`src/rtl/dmem_arbiter.sv`:
```
// Two-requester round-robin data-memory arbiter with byte/halfword/word
// lane steering, load extension and alignment fault detection.
module dmem_arbiter (
  input  logic        clk,
  input  logic        rst_n,
  input  logic        r0_req,
  input  logic        r0_we,
  input  logic [1:0]  r0_size,
  input  logic        r0_unsigned,
  input  logic [31:0] r0_addr,
  input  logic [31:0] r0_wdata,
  output logic        r0_gnt,
  output logic        r0_rvalid,
  output logic [31:0] r0_rdata,
  output logic        r0_err,
  input  logic        r1_req,
  input  logic        r1_we,
  input  logic [1:0]  r1_size,
  input  logic        r1_unsigned,
  input  logic [31:0] r1_addr,
  input  logic [31:0] r1_wdata,
  output logic        r1_gnt,
  output logic        r1_rvalid,
  output logic [31:0] r1_rdata,
  output logic        r1_err,
  output logic [31:0] daddr,
  output logic [31:0] dwdata,
  output logic [3:0]  we,
  input  logic [31:0] drdata
);

  typedef enum logic [1:0] {IDLE, ACCESS, RESP} state_t;

  state_t      state, state_nx;
  logic        last_r1;
  logic        gnt0, gnt1;
  logic        sel_we, sel_uns, sel_fault;
  logic [1:0]  sel_size;
  logic [31:0] sel_addr, sel_wdata, sel_lanes;
  logic        id_q, we_q, uns_q, fault_q;
  logic [1:0]  size_q, off_q;
  logic [31:0] daddr_q, dwdata_q, r0_rdata_q, r1_rdata_q;
  logic [31:0] rd_shift, load_val, resp_data;

  // Grant is combinational in IDLE so that gnt-to-rvalid is two cycles;
  // gated by rst_n so nothing is granted while reset is held.
  always_comb begin
    gnt0 = 1'b0;
    gnt1 = 1'b0;
    if (state == IDLE && rst_n) begin
      if (r0_req && r1_req) begin
        if (last_r1) gnt0 = 1'b1;
        else         gnt1 = 1'b1;
      end else if (r0_req) begin
        gnt0 = 1'b1;
      end else if (r1_req) begin
        gnt1 = 1'b1;
      end
    end
  end

  always_comb begin
    sel_we    = gnt1 ? r1_we       : r0_we;
    sel_size  = gnt1 ? r1_size     : r0_size;
    sel_uns   = gnt1 ? r1_unsigned : r0_unsigned;
    sel_addr  = gnt1 ? r1_addr     : r0_addr;
    sel_wdata = gnt1 ? r1_wdata    : r0_wdata;
    sel_fault = (sel_size == 2'b11)
             || (sel_size == 2'b01 && sel_addr[0])
             || (sel_size == 2'b10 && sel_addr[1:0] != 2'b00);
    case (sel_size)
      2'b00:   sel_lanes = {24'b0, sel_wdata[7:0]}  << {sel_addr[1:0], 3'b000};
      2'b01:   sel_lanes = {16'b0, sel_wdata[15:0]} << {sel_addr[1:0], 3'b000};
      2'b10:   sel_lanes = sel_wdata;
      default: sel_lanes = '0;
    endcase
  end

  always_comb begin
    rd_shift = drdata >> {off_q, 3'b000};
    case (size_q)
      2'b00:   load_val = uns_q ? {24'b0, rd_shift[7:0]}
                                : {{24{rd_shift[7]}}, rd_shift[7:0]};
      2'b01:   load_val = uns_q ? {16'b0, rd_shift[15:0]}
                                : {{16{rd_shift[15]}}, rd_shift[15:0]};
      default: load_val = rd_shift;
    endcase
    resp_data = (we_q || fault_q) ? '0 : load_val;
  end

  always_ff @(posedge clk or negedge rst_n) begin
    if (!rst_n) state <= IDLE;
    else        state <= state_nx;
  end

  always_comb begin
    state_nx = state;
    case (state)
      IDLE:    if (gnt0 || gnt1) state_nx = ACCESS;
      ACCESS:  state_nx = RESP;
      RESP:    state_nx = IDLE;
      default: state_nx = IDLE;
    endcase
  end

  always_comb begin
    r0_gnt    = gnt0;
    r1_gnt    = gnt1;
    r0_rvalid = (state == RESP) && !id_q;
    r1_rvalid = (state == RESP) &&  id_q;
    r0_err    = r0_rvalid && fault_q;
    r1_err    = r1_rvalid && fault_q;
    r0_rdata  = r0_rdata_q;
    r1_rdata  = r1_rdata_q;
    daddr     = daddr_q;
    dwdata    = dwdata_q;
    we        = '0;
    if (state == ACCESS && we_q && !fault_q) begin
      case (size_q)
        2'b00:   we = 4'b0001 << off_q;
        2'b01:   we = 4'b0011 << off_q;
        2'b10:   we = 4'b1111;
        default: we = '0;
      endcase
    end
  end

  always_ff @(posedge clk or negedge rst_n) begin
    if (!rst_n) begin
      last_r1    <= 1'b1;
      id_q       <= 1'b0;
      we_q       <= 1'b0;
      uns_q      <= 1'b0;
      fault_q    <= 1'b0;
      size_q     <= '0;
      off_q      <= '0;
      daddr_q    <= '0;
      dwdata_q   <= '0;
      r0_rdata_q <= '0;
      r1_rdata_q <= '0;
    end else begin
      if (gnt0 || gnt1) begin
        last_r1  <= gnt1;
        id_q     <= gnt1;
        we_q     <= sel_we;
        uns_q    <= sel_uns;
        fault_q  <= sel_fault;
        size_q   <= sel_size;
        off_q    <= sel_addr[1:0];
        daddr_q  <= {sel_addr[31:2], 2'b00};
        dwdata_q <= sel_fault ? '0 : sel_lanes;
      end
      if (state == ACCESS) begin
        if (id_q) r1_rdata_q <= resp_data;
        else      r0_rdata_q <= resp_data;
      end
    end
  end

endmodule

```
`config.mk`:
```
export PLATFORM = sky130hd
export DESIGN_NAME = dmem_arbiter
export DESIGN_NICKNAME = d
export VERILOG_FILES = /design/src/rtl/dmem_arbiter.sv
export SDC_FILE = /design/constraint.sdc
export NUM_CORES = 1
export LEC_CHECK = 0
export ABC_AREA = 1
export ABC_CLOCK_PERIOD_IN_PS = 1900
export CAP_MARGIN = 10
export CORE_ASPECT_RATIO = 1.1
export CORE_UTILIZATION = 44
export DETAILED_ROUTE_END_ITERATION = 8
export GPL_TIMING_DRIVEN = 1
export HOLD_SLACK_MARGIN = 0.06
export MAX_ROUTING_LAYER = met4
export PLACE_DENSITY = 0.89
export SLEW_MARGIN = 20
export SYNTH_ARGS = -nofsm -noshare
export SYNTH_HDL_FRONTEND = slang
export SYNTH_SLANG_ARGS = --single-unit
```
`constraint.sdc`:
```
create_clock -name clk -period 1.9 [get_ports clk]
set_input_delay 0.285 -clock clk [delete_from_list [all_inputs] [get_ports clk]]
set_output_delay 0.285 -clock clk [all_outputs]
set_load 0.02 [all_outputs]
```
# --- Word-level counts from Yosys, hierarchy flattened ---
# Cells that the tools add are included.
word_totals:
  output_inout_bits: 138
  word_cells: 72
  ff_bits: 137
classes:
  shifts: 5
  eq_ne: 8
  bitwise: 1
  n_mux: 24
  reduce_logical: 22
ops:
  columns: ["op", "n"]
  rows:
  - ["32-bit 2-to-1 mux", 6]
  - ["32-bit case mux with 3 select lines", 1]
  - ["32-bit case mux with 2 select lines", 1]
  - ["16-bit by 5-bit << shifter with 32-bit output", 1]
  - ["8-bit by 5-bit << shifter with 32-bit output", 1]
  - ["32-bit by 5-bit >> shifter with 32-bit output", 1]
  - ["4-bit case mux with 3 select lines", 1]
  - ["1-bit 2-to-1 mux", 11]
  - ["1-bit logical AND", 10]
  - ["2-bit equality test (second input constant)", 4]
  - ["2-bit by 1-bit equality test with 1-bit output (second input constant)", 3]
  - ["2-bit logical NOT", 3]
  - ["1-bit logical OR", 4]
  - ["2-bit 2-to-1 mux", 2]
  - ["4-bit 2-to-1 mux", 1]
  - ["2-bit case mux with 2 select lines", 1]
  - ["2-bit AND reduction", 2]
  - ["1-bit by 2-bit << shifter with 4-bit output (first input constant)", 1]
  - ["2-bit by 2-bit << shifter with 4-bit output (first input constant)", 1]
  - ["1-bit logical NOT", 2]
  - ["2-bit by 1-bit inequality test with 1-bit output (second input constant)", 1]
  - ["2-bit nonzero test", 1]
  - ["1-bit NOT", 1]

# --- Longest topological paths before layout ---
# Gate-level depths: netlist of run 1.
logic_depth:
  depth_word: 10
  depth_mapped: 15
  mapped_depth_nobuf: 13

# --- Least setup slack after synthesis of run 1 ---
# Ideal clock, no wire load.
synth_timing:
  path_type: "register -> output"
  start: "reg off_q[1]"
  end: "out we[1]"
  t_required_ns: 1.615
  path_slack_ns: 0.150
  stages_incl_launch_ff: 6
  n_path_buf: 2
  arrival_time_ns: 1.465
  cell_sequence: "dfrtp_1 inv_1 clkbuf_1 buf_1 a21oi_1 nor2_1"
synth_between:
  elab_chain_len: 3
  elab_cells_between_ends: 4
  classes_between: "2 x shift; 2 x mux"
synth_rtl:
  columns: ["element", "line", "rtl"]
  rows:
  - ["from (decl)", "41", "logic [1:0] size_q, off_q;"]
  - ["from (signal assigned)", "149", "off_q <= sel_addr[1:0];"]
  - ["2-bit by 2-bit << shifter with 4-bit output / 1-bit by 2-bit << shifter with 4-bit output (equally long branches)", "121, 120", null]
  - ["4-bit case mux with 3 select lines *", "119", "case (size_q)"]
  - ["4-bit 2-to-1 mux *", "118", "if (state == ACCESS && we_q && !fault_q) begin"]
  - ["to (decl)", "28", "output logic [3:0] we,"]
# Every way passes the cells marked *; elsewhere a longest branch is shown, timed or not.

# --- Worst setup path in the final report of run 1 ---
layout_timing:
  start: "reg state[1]"
  end: "reg dwdata_q[26], in the netlist dwdata[26]"
layout_between:
  elab_chain_len: 9
  elab_cells_between_ends: 21
  classes_between: "3 x eq/ne; 2 x shift; 7 x mux; 9 x reduce/logical"
layout_rtl:
  columns: ["element", "line", "rtl"]
  rows:
  - ["from (decl)", "34", "state_t state, state_nx;"]
  - ["from (signal assigned)", "93", "else state <= state_nx;"]
  - ["2-bit logical NOT *", "50", "if (state == IDLE && rst_n) begin"]
  - ["1-bit logical AND *", "50", null]
  - ["branches (longest 7 deep; another with 32-bit 2-to-1 mux)", null, null]
  - ["to (signal assigned)", "151", "dwdata_q <= sel_fault ? '0 : sel_lanes;"]
  - ["to (decl)", "42", "logic [31:0] daddr_q, dwdata_q, r0_rdata_q, r1_rdata_q;"]
# Mark *: on every way between the ends.
# A chain may end at the register's enable or synchronous reset.

==> report_table.html, run 1 <==
<table>
<tr><th>Metric</th><th>Value</th></tr>
<tr><th colspan="2">STA</th></tr>
<tr><td>Slew @ Worst Pin</td><td>0.756 ns</td></tr>
<tr><td>Normalized max-slew margin</td><td>49.6%</td></tr>
<tr><td>Worst Hold Margin</td><td>0.408 ns</td></tr>
<tr><td>Min setup slack post-route</td><td>-0.0454 ns</td></tr>
<tr><td>Max Slew Vio Count</td><td>0</td></tr>
<tr><td>Final count of negative-setup-slack endpoints</td><td>5</td></tr>
<tr><td>Final count of hold timing violations</td><td>0</td></tr>
<tr><td>Setup repair after global routing missed its margin</td><td>yes</td></tr>
<tr><td>Clock Skew</td><td>0.00735 ns</td></tr>
<tr><td>Setup TNS</td><td>-0.0743 ns</td></tr>
<tr><td>Clock period minus worst slack</td><td>1.95 ns</td></tr>
<tr><td>Max Fclk</td><td>514 MHz</td></tr>
<tr><td>Tcrit/Tclk final</td><td>102%</td></tr>
<tr><th colspan="2">Cells and area</th></tr>
<tr><td>Filler-free cell count of the finished design</td><td>1585</td></tr>
<tr><td>Share of layout cells above drive strength 1</td><td>15.0%</td></tr>
<tr><td>Core Util, Final</td><td>72.9%</td></tr>
<tr><td># diodes</td><td>0</td></tr>
<tr><td>Layout filler cell count</td><td>1229</td></tr>
<tr><td>Synthesis-to-layout area growth</td><td>61.0%</td></tr>
<tr><td>Final Cell Area</td><td>0.0120 mm2</td></tr>
<tr><td>Final net count</td><td>1540</td></tr>
<tr><th colspan="2">Power and ir drop</th></tr>
<tr><td>Post-layout power</td><td>13.1 mW</td></tr>
<tr><td>Peak supply drop</td><td>0.000637 V</td></tr>
<tr><td>Lkg Pwr</td><td>5.77 nW</td></tr>
<tr><td>Cell Pwr Density</td><td>1090 mW/mm2</td></tr>
<tr><th colspan="2">Run status</th></tr>
<tr><td>Violated checks</td><td>negative setup slack</td></tr>
<tr><td>Status</td><td>complete, but fails checks</td></tr>
<tr><th colspan="2">Logic synthesis</th></tr>
<tr><td>Synth Area in Adders</td><td>0%</td></tr>
<tr><td>Synth async-reset ratio</td><td>100%</td></tr>
<tr><td>Simple logic cell fraction of the synthesized area</td><td>37.3%</td></tr>
<tr><td>Number of library cell types mapped by synthesis</td><td>38</td></tr>
<tr><td>Synth Area per Inst</td><td>7.27 um2</td></tr>
<tr><td>Cell count after synthesis</td><td>1026</td></tr>
<tr><td>Count of state elements after synthesis</td><td>137</td></tr>
<tr><td>Cell area after technology mapping</td><td>0.00746 mm2</td></tr>
<tr><td>Count of flip-flops with a built-in enable after synthesis</td><td>0</td></tr>
<tr><td>Synthesized-area fraction occupied by xor and xnor cells</td><td>0%</td></tr>
<tr><td>Multiplexer area fraction after synthesis</td><td>0.939%</td></tr>
<tr><td>Main synth FF type</td><td>dfrtp_1</td></tr>
<tr><td>Area fraction in compound gates after synthesis</td><td>9.22%</td></tr>
<tr><td>Warnings from Yosys</td><td>0</td></tr>
<tr><td>Sequential fraction of the synthesis area</td><td>46.0%</td></tr>
<tr><td>Main combinational cell family by area after synthesis</td><td>simple AND/OR/NAND/NOR gates</td></tr>
<tr><th colspan="2">Worst setup path</th></tr>
<tr><td>Startpoint types</td><td>register</td></tr>
<tr><td>Critical-path maximum fanout</td><td>6</td></tr>
<tr><td>Crit path max-delay cell type</td><td>dfrtp_1</td></tr>
<tr><td>Buf+Inv Stages, Crit Path</td><td>3</td></tr>
<tr><td>Required time of the worst setup path</td><td>2.26 ns</td></tr>
<tr><td>Delay of the slowest critical-path stage</td><td>0.40 ns</td></tr>
<tr><td>Arrival time at the worst endpoint</td><td>2.31 ns</td></tr>
<tr><td>Reg-to-reg setup timing slack</td><td>-0.05 ns</td></tr>
<tr><td>Kind of cell with the highest combined delay on the critical path</td><td>simple AND/OR/NAND/NOR gates</td></tr>
<tr><td>Cells along the critical path</td><td>inv_2, nand2_4, nor2_8, nand2_4, buf_6, nand2_4, nand2_8, nor2_4, buf_12, o211ai_1, nand2_1, nand2_1, nand2_1</td></tr>
<tr><td>Crit. End Element</td><td>register</td></tr>
<tr><td>Startpoint-to-endpoint class of the critical path</td><td>register to register</td></tr>
<tr><th colspan="2">Placed design</th></tr>
<tr><td>Port-buffer cells</td><td>307</td></tr>
<tr><td>Post-place instance area</td><td>0.0111 mm2</td></tr>
<tr><td>Weighted congestion at the end of routability-driven global placement</td><td>0.987</td></tr>
<tr><td>Detailed-placement wirelength estimate</td><td>19500 um</td></tr>
<tr><td>DP Cell Count</td><td>1543</td></tr>
<tr><td>DP Worst Slack</td><td>-0.390 ns</td></tr>
<tr><th colspan="2">Routing</th></tr>
<tr><td>Avg WL per Cell</td><td>17.4 um</td></tr>
<tr><td>Post-detailed-routing wire length</td><td>27500 um</td></tr>
<tr><td>Drt first pass iters</td><td>7</td></tr>
<tr><td>Vias per cell</td><td>5.38</td></tr>
<tr><td>Total via count in the routed design</td><td>8524</td></tr>
<tr><td>Initial DRC Count</td><td>775</td></tr>
<tr><td>DRT antenna net count</td><td>0</td></tr>
<tr><td>DRC errors left</td><td>0</td></tr>
<tr><th colspan="2">GRT</th></tr>
<tr><td>Global-route usage over all layers</td><td>32.0%</td></tr>
<tr><td>Maximum number of pins on one net before global-route repair</td><td>138</td></tr>
<tr><td>Gr ovfl total</td><td>0</td></tr>
<tr><td>Via count of the first global-routing pass</td><td>8220</td></tr>
<tr><td>Global-route wire length before repair</td><td>42200 um</td></tr>
<tr><td>Number of antenna violations at the first check in global routing</td><td>0</td></tr>
<tr><th colspan="2">Run</th></tr>
<tr><td>Max-Cap Viols</td><td>0</td></tr>
<tr><th colspan="2">Floorplanning</th></tr>
<tr><td>Starting utilization of the core area</td><td>45.3%</td></tr>
<tr><td>Die outline height</td><td>139 um</td></tr>
<tr><td>Die Footprint</td><td>0.0175 mm2</td></tr>
<tr><td>Placement row count</td><td>49</td></tr>
<tr><td>Core area</td><td>0.0165 mm2</td></tr>
<tr><td>Die Wd</td><td>126 um</td></tr>
<tr><td>Number of ports placed on the die boundary</td><td>310</td></tr>
<tr><th colspan="2">CTS</th></tr>
<tr><td>TritonCTS Buffers</td><td>17</td></tr>
<tr><td>Number of clock sinks</td><td>137</td></tr>
<tr><td>CTS tree</td><td>done</td></tr>
<tr><td>Root buffer cell</td><td>clkbuf_16</td></tr>
<tr><td>Clock Path Buffers</td><td>2</td></tr>
<tr><td>Clock latency reported for the late side of the worst-skew pair</td><td>0.42 ns</td></tr>
<tr><td>Clock Pin Slew Worst Setup and Hold Paths</td><td>0.06 ns</td></tr>
<tr><td>Clock H-tree levels</td><td>4</td></tr>
<tr><th colspan="2">Min path</th></tr>
<tr><td>Type of the tightest min-delay check</td><td>primary input to register</td></tr>
</table>
per-layer routing:
metal / track usage [%] / share of wire (%)
met1: 37.8 / 38
met2: 53.0 / 49
met3: 6.06 / 8.4
met4: 14.3 / 4.2
met5: - / 0
sequential cells by signal, summed over array words and instances (netlist names):
name / flops
daddr: 30
state: 2
id_q: 1
off_q: 2
last_r1: 1
dwdata: 32
r1_rdata: 32
fault_q: 1
r0_rdata: 32
we_q: 1
size_q: 2
uns_q: 1
cells by family (layout without fill, tap and decap cells):
kind of cell,after synthesis,in the layout
other,1,2
AOI/OAI and AO/OA,115,115
buffers and inverters,102,456
and+or+nand+nor,664,664
DFF,137,137
muxes,7,7
worst min-delay path, delay by kind of cell:
| family | cells | cell delay [ns] |
|---|---|---|
| buffers and inverters | 1 | 0.39 |
| AND/OR/NAND/NOR | 1 | 0.06 |
| AO/OA/AOI/OAI | 1 | 0.06 |
cell type report:
type | count | area (um2) | share of cell area, %
clock inverter | 14 | 185 | 1.54
multi-input combinational | 788 | 3710 | 30.9
timing repair buffer | 387 | 3850 | 32.0
clock buffer | 18 | 439 | 3.65
inverter | 37 | 146 | 1.22
sequential | 137 | 3430 | 28.5
tap | 204 | 255 | 2.12
where the power goes:
part,switching [mW],internal (mW)
Sequential,0.473,3.64
Clock,1.40,2.14
Combinational,2.99,2.48
Total,4.86,8.25
placed cells by master (no fill, tap or decap), types with 3 or more instances in the layout:
cell type        instances
a21oi_1                  7
nand3_1                 63
nor2_4                   4
o21ai_4                  3
clkbuf_16               20
buf_12                   7
mux2i_1                  7
nand3_2                 15
buf_4                   61
buf_6                   10
inv_1                   27
o211ai_1                18
nand2_1                464
nand4_1                  8
inv_2                    7
a31oi_1                 32
buf_2                    3
nand2_4                  5
a21oi_2                  3
o21ai_0                 46
buf_8                    4
dfrtp_1                136
or2_2                   16
inv_4                    3
inv_6                    5
nor2_2                  16
bufinv_16                3
nand2_2                  8
clkdlybuf4s50_1        296
nor2_1                  57
cell usage after synthesis, drive strengths merged, types with 7 or more instances:
library cell | instances | area, um2
a31oi | 32 | 200
dfrtp | 136 | 3400
nor2 | 78 | 357
nand3 | 78 | 400
nand4 | 8 | 50.1
a21oi | 10 | 57.6
inv | 37 | 144
o21ai | 53 | 280
mux2i | 7 | 70.1
or2 | 16 | 100
buf | 29 | 209
nand2 | 478 | 1830
clkbuf | 36 | 135
o211ai | 18 | 135
what timing repair did:
item,CTS,global route
hold endpoints to repair,124,0
hold buffers,1,0
gates cloned,0,3
resized for setup,61,44
setup endpoints to repair,31,43
buffers inserted,2,4
pin swaps,3,9
worst paths after layout:
kind | from | endpoint | cells after the start
setup / recovery | state[1]$_DFFE_PN0P_ | dwdata[26]$_DFFE_PN0P_ | 13
hold / removal | r1_addr[17] | daddr[17]$_DFFE_PN0P_ | 3
setup reg to reg | state[1]$_DFFE_PN0P_ | dwdata[26]$_DFFE_PN0P_ | 13
hold reg to reg | state[1]$_DFFE_PN0P_ | state[1]$_DFFE_PN0P_ | 1
max in group asynchronous | rst_n | dwdata[11]$_DFFE_PN0P_ | 3
min in group asynchronous | rst_n | r0_rdata[11]$_DFFE_PN0P_ | 3
No activity file was read; power rests on OpenSTA's default activity.
==> run 2, diff against run 1 <==
--- a/config.mk
+++ b/config.mk
@@ -9,6 +9,7 @@
 export ABC_CLOCK_PERIOD_IN_PS = 1900
 export CAP_MARGIN = 10
 export CORE_ASPECT_RATIO = 1.1
+export CORE_MARGIN = 4
 export CORE_UTILIZATION = 44
 export DETAILED_ROUTE_END_ITERATION = 8
 export GPL_TIMING_DRIVEN = 1
==> report_table.html, run 2 (same netlist as run 1, synthesis figures left out) <==
<table>
<tr><th>Metric</th><th>Value</th></tr>
<tr><th colspan="2">Power and ir drop</th></tr>
<tr><td>Peak supply drop</td><td>0.000681 V (was 0.000637 V)</td></tr>
<tr><td>Cell Pwr Density</td><td>1040 mW/mm2 (was 1090 mW/mm2)</td></tr>
<tr><td>Lkg Pwr</td><td>5.96 nW (was 5.77 nW)</td></tr>
<tr><th colspan="2">STA</th></tr>
<tr><td>Final count of negative-setup-slack endpoints</td><td>34 (was 5)</td></tr>
<tr><td>Final count of hold timing violations</td><td>0 (unchanged)</td></tr>
<tr><td>Min setup slack post-route</td><td>-0.139 ns (was -0.0454 ns)</td></tr>
<tr><td>Slew @ Worst Pin</td><td>0.741 ns (was 0.756 ns)</td></tr>
<tr><td>Clock Skew</td><td>0.00992 ns (was 0.00735 ns)</td></tr>
<tr><td>Setup TNS</td><td>-2.16 ns (was -0.0743 ns)</td></tr>
<tr><td>Max Fclk</td><td>491 MHz (was 514 MHz)</td></tr>
<tr><td>Max Slew Vio Count</td><td>0 (unchanged)</td></tr>
<tr><td>Tcrit/Tclk final</td><td>107% (was 102%)</td></tr>
<tr><td>Worst Hold Margin</td><td>0.411 ns (was 0.408 ns)</td></tr>
<tr><td>Normalized max-slew margin</td><td>50.6% (was 49.6%)</td></tr>
<tr><td>Setup repair after global routing missed its margin</td><td>yes (unchanged)</td></tr>
<tr><td>Clock period minus worst slack</td><td>2.04 ns (was 1.95 ns)</td></tr>
<tr><th colspan="2">GRT</th></tr>
<tr><td>Number of antenna violations at the first check in global routing</td><td>0 (unchanged)</td></tr>
<tr><td>Global-route usage over all layers</td><td>29.7% (was 32.0%)</td></tr>
<tr><td>Global-route wire length before repair</td><td>43600 um (was 42200 um)</td></tr>
<tr><td>Maximum number of pins on one net before global-route repair</td><td>138 (unchanged)</td></tr>
<tr><td>Via count of the first global-routing pass</td><td>8528 (was 8220)</td></tr>
<tr><td>Gr ovfl total</td><td>0 (unchanged)</td></tr>
<tr><th colspan="2">Worst setup path</th></tr>
<tr><td>Endpoint of the worst register-to-register path</td><td>dwdata[15]$_DFFE_PN0P_ (was dwdata[26]$_DFFE_PN0P_)</td></tr>
<tr><td>R2r startpoint</td><td>state[1]$_DFFE_PN0P_ (unchanged)</td></tr>
<tr><td>Critical-path maximum fanout</td><td>7 (was 6)</td></tr>
<tr><td>Reg-to-reg setup timing slack</td><td>-0.14 ns (was -0.05 ns)</td></tr>
<tr><td>Startpoint-to-endpoint class of the critical path</td><td>register to register (unchanged)</td></tr>
<tr><td>Depth of the worst register-to-register path</td><td>15 (was 13)</td></tr>
<tr><td>Crit path max-delay cell type</td><td>dfrtp_1 (unchanged)</td></tr>
<tr><td>Buf+Inv Stages, Crit Path</td><td>5 (was 3)</td></tr>
<tr><td>Critical path depth</td><td>15 (was 13)</td></tr>
<tr><td>Arrival time at the worst endpoint</td><td>2.40 ns (was 2.31 ns)</td></tr>
<tr><td>Delay of the slowest critical-path stage</td><td>0.40 ns (about the same)</td></tr>
<tr><td>Startpoint types</td><td>register (unchanged)</td></tr>
<tr><td>Crit. End Element</td><td>register (unchanged)</td></tr>
<tr><td>Required time of the worst setup path</td><td>2.26 ns (about the same)</td></tr>
<tr><td>Kind of cell with the highest combined delay on the critical path</td><td>simple AND/OR/NAND/NOR gates (unchanged)</td></tr>
<tr><td>Cells along the critical path</td><td>buf_6, inv_4, nand2_4, nor2_8, nand2_4, buf_6, nand2_4, nand2_4, buf_12, nor2_4, clkbuf_16, nand2_1, nand2_1, nand2_1, nand2_1 (was inv_2, nand2_4, nor2_8, nand2_4, buf_6, nand2_4, nand2_8, nor2_4, buf_12, o211ai_1, nand2_1, nand2_1, nand2_1)</td></tr>
<tr><th colspan="2">Floorplanning</th></tr>
<tr><td>Core area</td><td>0.0165 mm2 (unchanged)</td></tr>
<tr><td>Placement row count</td><td>49 (unchanged)</td></tr>
<tr><td>Die Wd</td><td>132 um (was 126 um)</td></tr>
<tr><td>Starting utilization of the core area</td><td>45.3% (unchanged)</td></tr>
<tr><td>Die Footprint</td><td>0.0191 mm2 (was 0.0175 mm2)</td></tr>
<tr><td>Die outline height</td><td>145 um (was 139 um)</td></tr>
<tr><td>Number of ports placed on the die boundary</td><td>310 (unchanged)</td></tr>
<tr><th colspan="2">Routing</th></tr>
<tr><td>Vias per cell</td><td>5.35 (was 5.38)</td></tr>
<tr><td>DRC errors left</td><td>0 (unchanged)</td></tr>
<tr><td>Total via count in the routed design</td><td>8626 (was 8524)</td></tr>
<tr><td>DRT antenna net count</td><td>0 (unchanged)</td></tr>
<tr><td>Avg WL per Cell</td><td>17.8 um (was 17.4 um)</td></tr>
<tr><td>Initial DRC Count</td><td>736 (was 775)</td></tr>
<tr><td>Post-detailed-routing wire length</td><td>28600 um (was 27500 um)</td></tr>
<tr><td>Drt first pass iters</td><td>6 (was 7)</td></tr>
<tr><th colspan="2">Run status</th></tr>
<tr><td>Status</td><td>complete, but fails checks (unchanged)</td></tr>
<tr><td>Violated checks</td><td>negative setup slack (unchanged)</td></tr>
<tr><th colspan="2">Run</th></tr>
<tr><td>Max-Cap Viols</td><td>0 (unchanged)</td></tr>
<tr><th colspan="2">Cells and area</th></tr>
<tr><td>Leading cell types in the layout, fill and taps excluded</td><td>nand2_1, clkdlybuf4s50_1, dfrtp_1, buf_4, nand3_1 (was nand2_1, clkdlybuf4s50_1, dfrtp_1, nand3_1, buf_4)</td></tr>
<tr><td>Core Util, Final</td><td>75.9% (was 72.9%)</td></tr>
<tr><td>Synthesis-to-layout area growth</td><td>67.6% (was 61.0%)</td></tr>
<tr><td>Commonest non-fill, non-tap cell in the layout</td><td>nand2_1 (unchanged)</td></tr>
<tr><td>Final net count</td><td>1566 (was 1540)</td></tr>
<tr><td>Share of layout cells above drive strength 1</td><td>18.7% (was 15.0%)</td></tr>
<tr><td># diodes</td><td>0 (unchanged)</td></tr>
<tr><th colspan="2">Placed design</th></tr>
<tr><td>Port-buffer cells</td><td>307 (unchanged)</td></tr>
<tr><td>Detailed-placement wirelength estimate</td><td>20300 um (was 19500 um)</td></tr>
<tr><td>DP Worst Slack</td><td>-0.379 ns (was -0.390 ns)</td></tr>
<tr><td>Weighted congestion at the end of routability-driven global placement</td><td>0.948 (was 0.987)</td></tr>
<tr><th colspan="2">CTS</th></tr>
<tr><td>Number of clock sinks</td><td>137 (unchanged)</td></tr>
<tr><td>CTS tree</td><td>done (unchanged)</td></tr>
<tr><td>Clock latency reported for the late side of the worst-skew pair</td><td>0.43 ns (was 0.42 ns)</td></tr>
<tr><td>Clock Pin Slew Worst Setup and Hold Paths</td><td>0.07 ns (was 0.06 ns)</td></tr>
<tr><td>TritonCTS Buffers</td><td>17 (unchanged)</td></tr>
<tr><td>Clock Path Buffers</td><td>2 (unchanged)</td></tr>
<tr><td>Root buffer cell</td><td>clkbuf_16 (unchanged)</td></tr>
<tr><td>Clock H-tree levels</td><td>4 (unchanged)</td></tr>
<tr><th colspan="2">Min path</th></tr>
<tr><td>Cell count of the worst hold path</td><td>3 (unchanged)</td></tr>
<tr><td>Hold Startpoint</td><td>r1_addr[15] (was r1_addr[17])</td></tr>
<tr><td>Type of the tightest min-delay check</td><td>primary input to register (unchanged)</td></tr>
<tr><td>Endpoint, Worst Hold</td><td>daddr[15]$_DFFE_PN0P_ (was daddr[17]$_DFFE_PN0P_)</td></tr>
</table>
run 2: cell types whose count changed in the layout (fill, tap and decap cells not counted), moves of 3 or more:
cell,delta
buf_6,+13
nor2_4,+3
nand2_1,-16
nand2_4,+3
buf_4,+6
buf_12,+8
nand3_1,-6
bufinv_16,-3
nand3_4,+5
nand2_2,+13
clkinv_4,+3
buf_16,+3
run 2: metal layers:
metal	track usage, %	part of all wire (%)	up-vias
li1	-	-	4035
met1	33.6	37	3948
met2	50.5	49	537
met3	8.21	9.4	106
met4	12.1	4.4	0
met5	-	0	-
run 2: final cells by class:
cell class                      instances  area, um2
Clock buffer                           17        425
Clock inverter                         15        150
Fill cell                            1122       3980
Inverter                               37        156
Multi-Input combinational cell        789       3900
Sequential cell                       137       3430
Tap cell                              204        255
Timing Repair Buffer                  412       4190
run 2: timing repair:
action / in CTS / in global routing
endpoints found under the hold margin: 108 / 0
hold buffers: 1 / 0
gates resized for setup: 108 / 71
pin swaps: 16 / 13
cloned: 3 / 2
buffers inserted: 17 / 3
setup endpoints to repair: 43 / 88
run 2: how the worst max path moves through the flow:
stage | slack, ns | endpoint | startpoint
finish | -0.14 | dwdata[15]$_DFFE_PN0P_ | state[1]$_DFFE_PN0P_
global route | -0.26 | dwdata[15]$_DFFE_PN0P_ | state[1]$_DFFE_PN0P_
CTS | -0.09 | r0_gnt | state[1]$_DFFE_PN0P_
detailed placement | -0.38 | dwdata[5]$_DFFE_PN0P_ | r1_req
global placement | -0.28 | dwdata[18]$_DFFE_PN0P_ | r1_req
floorplan | 0.15 | we[1] | off_q[1]$_DFFE_PN0P_
run 2: where the power goes:
group	switching, mW	internal [mW]	total, mW
combinational	3.10	2.66	5.76
clock	1.46	1.74	3.19
sequential	0.460	3.64	4.10
run 2: metrics by stage:
step / instances / instance area, um2 / power [mW]
floorplan: 1027 / 7470 / 6.75
global placement: 1556 / 11200 / 9.40
detailed placement: 1556 / 11200 / 9.50
CTS: 1608 / 12200 / 12.9
global route: 1611 / 12500 / 13.7
finish: 1611 / 12500 / 13.1
run 2: tightest hold or removal path: stages:
cell             delay [ns]
clkdlybuf4s50_1        0.39
nand2_1                0.06
a31oi_1                0.06
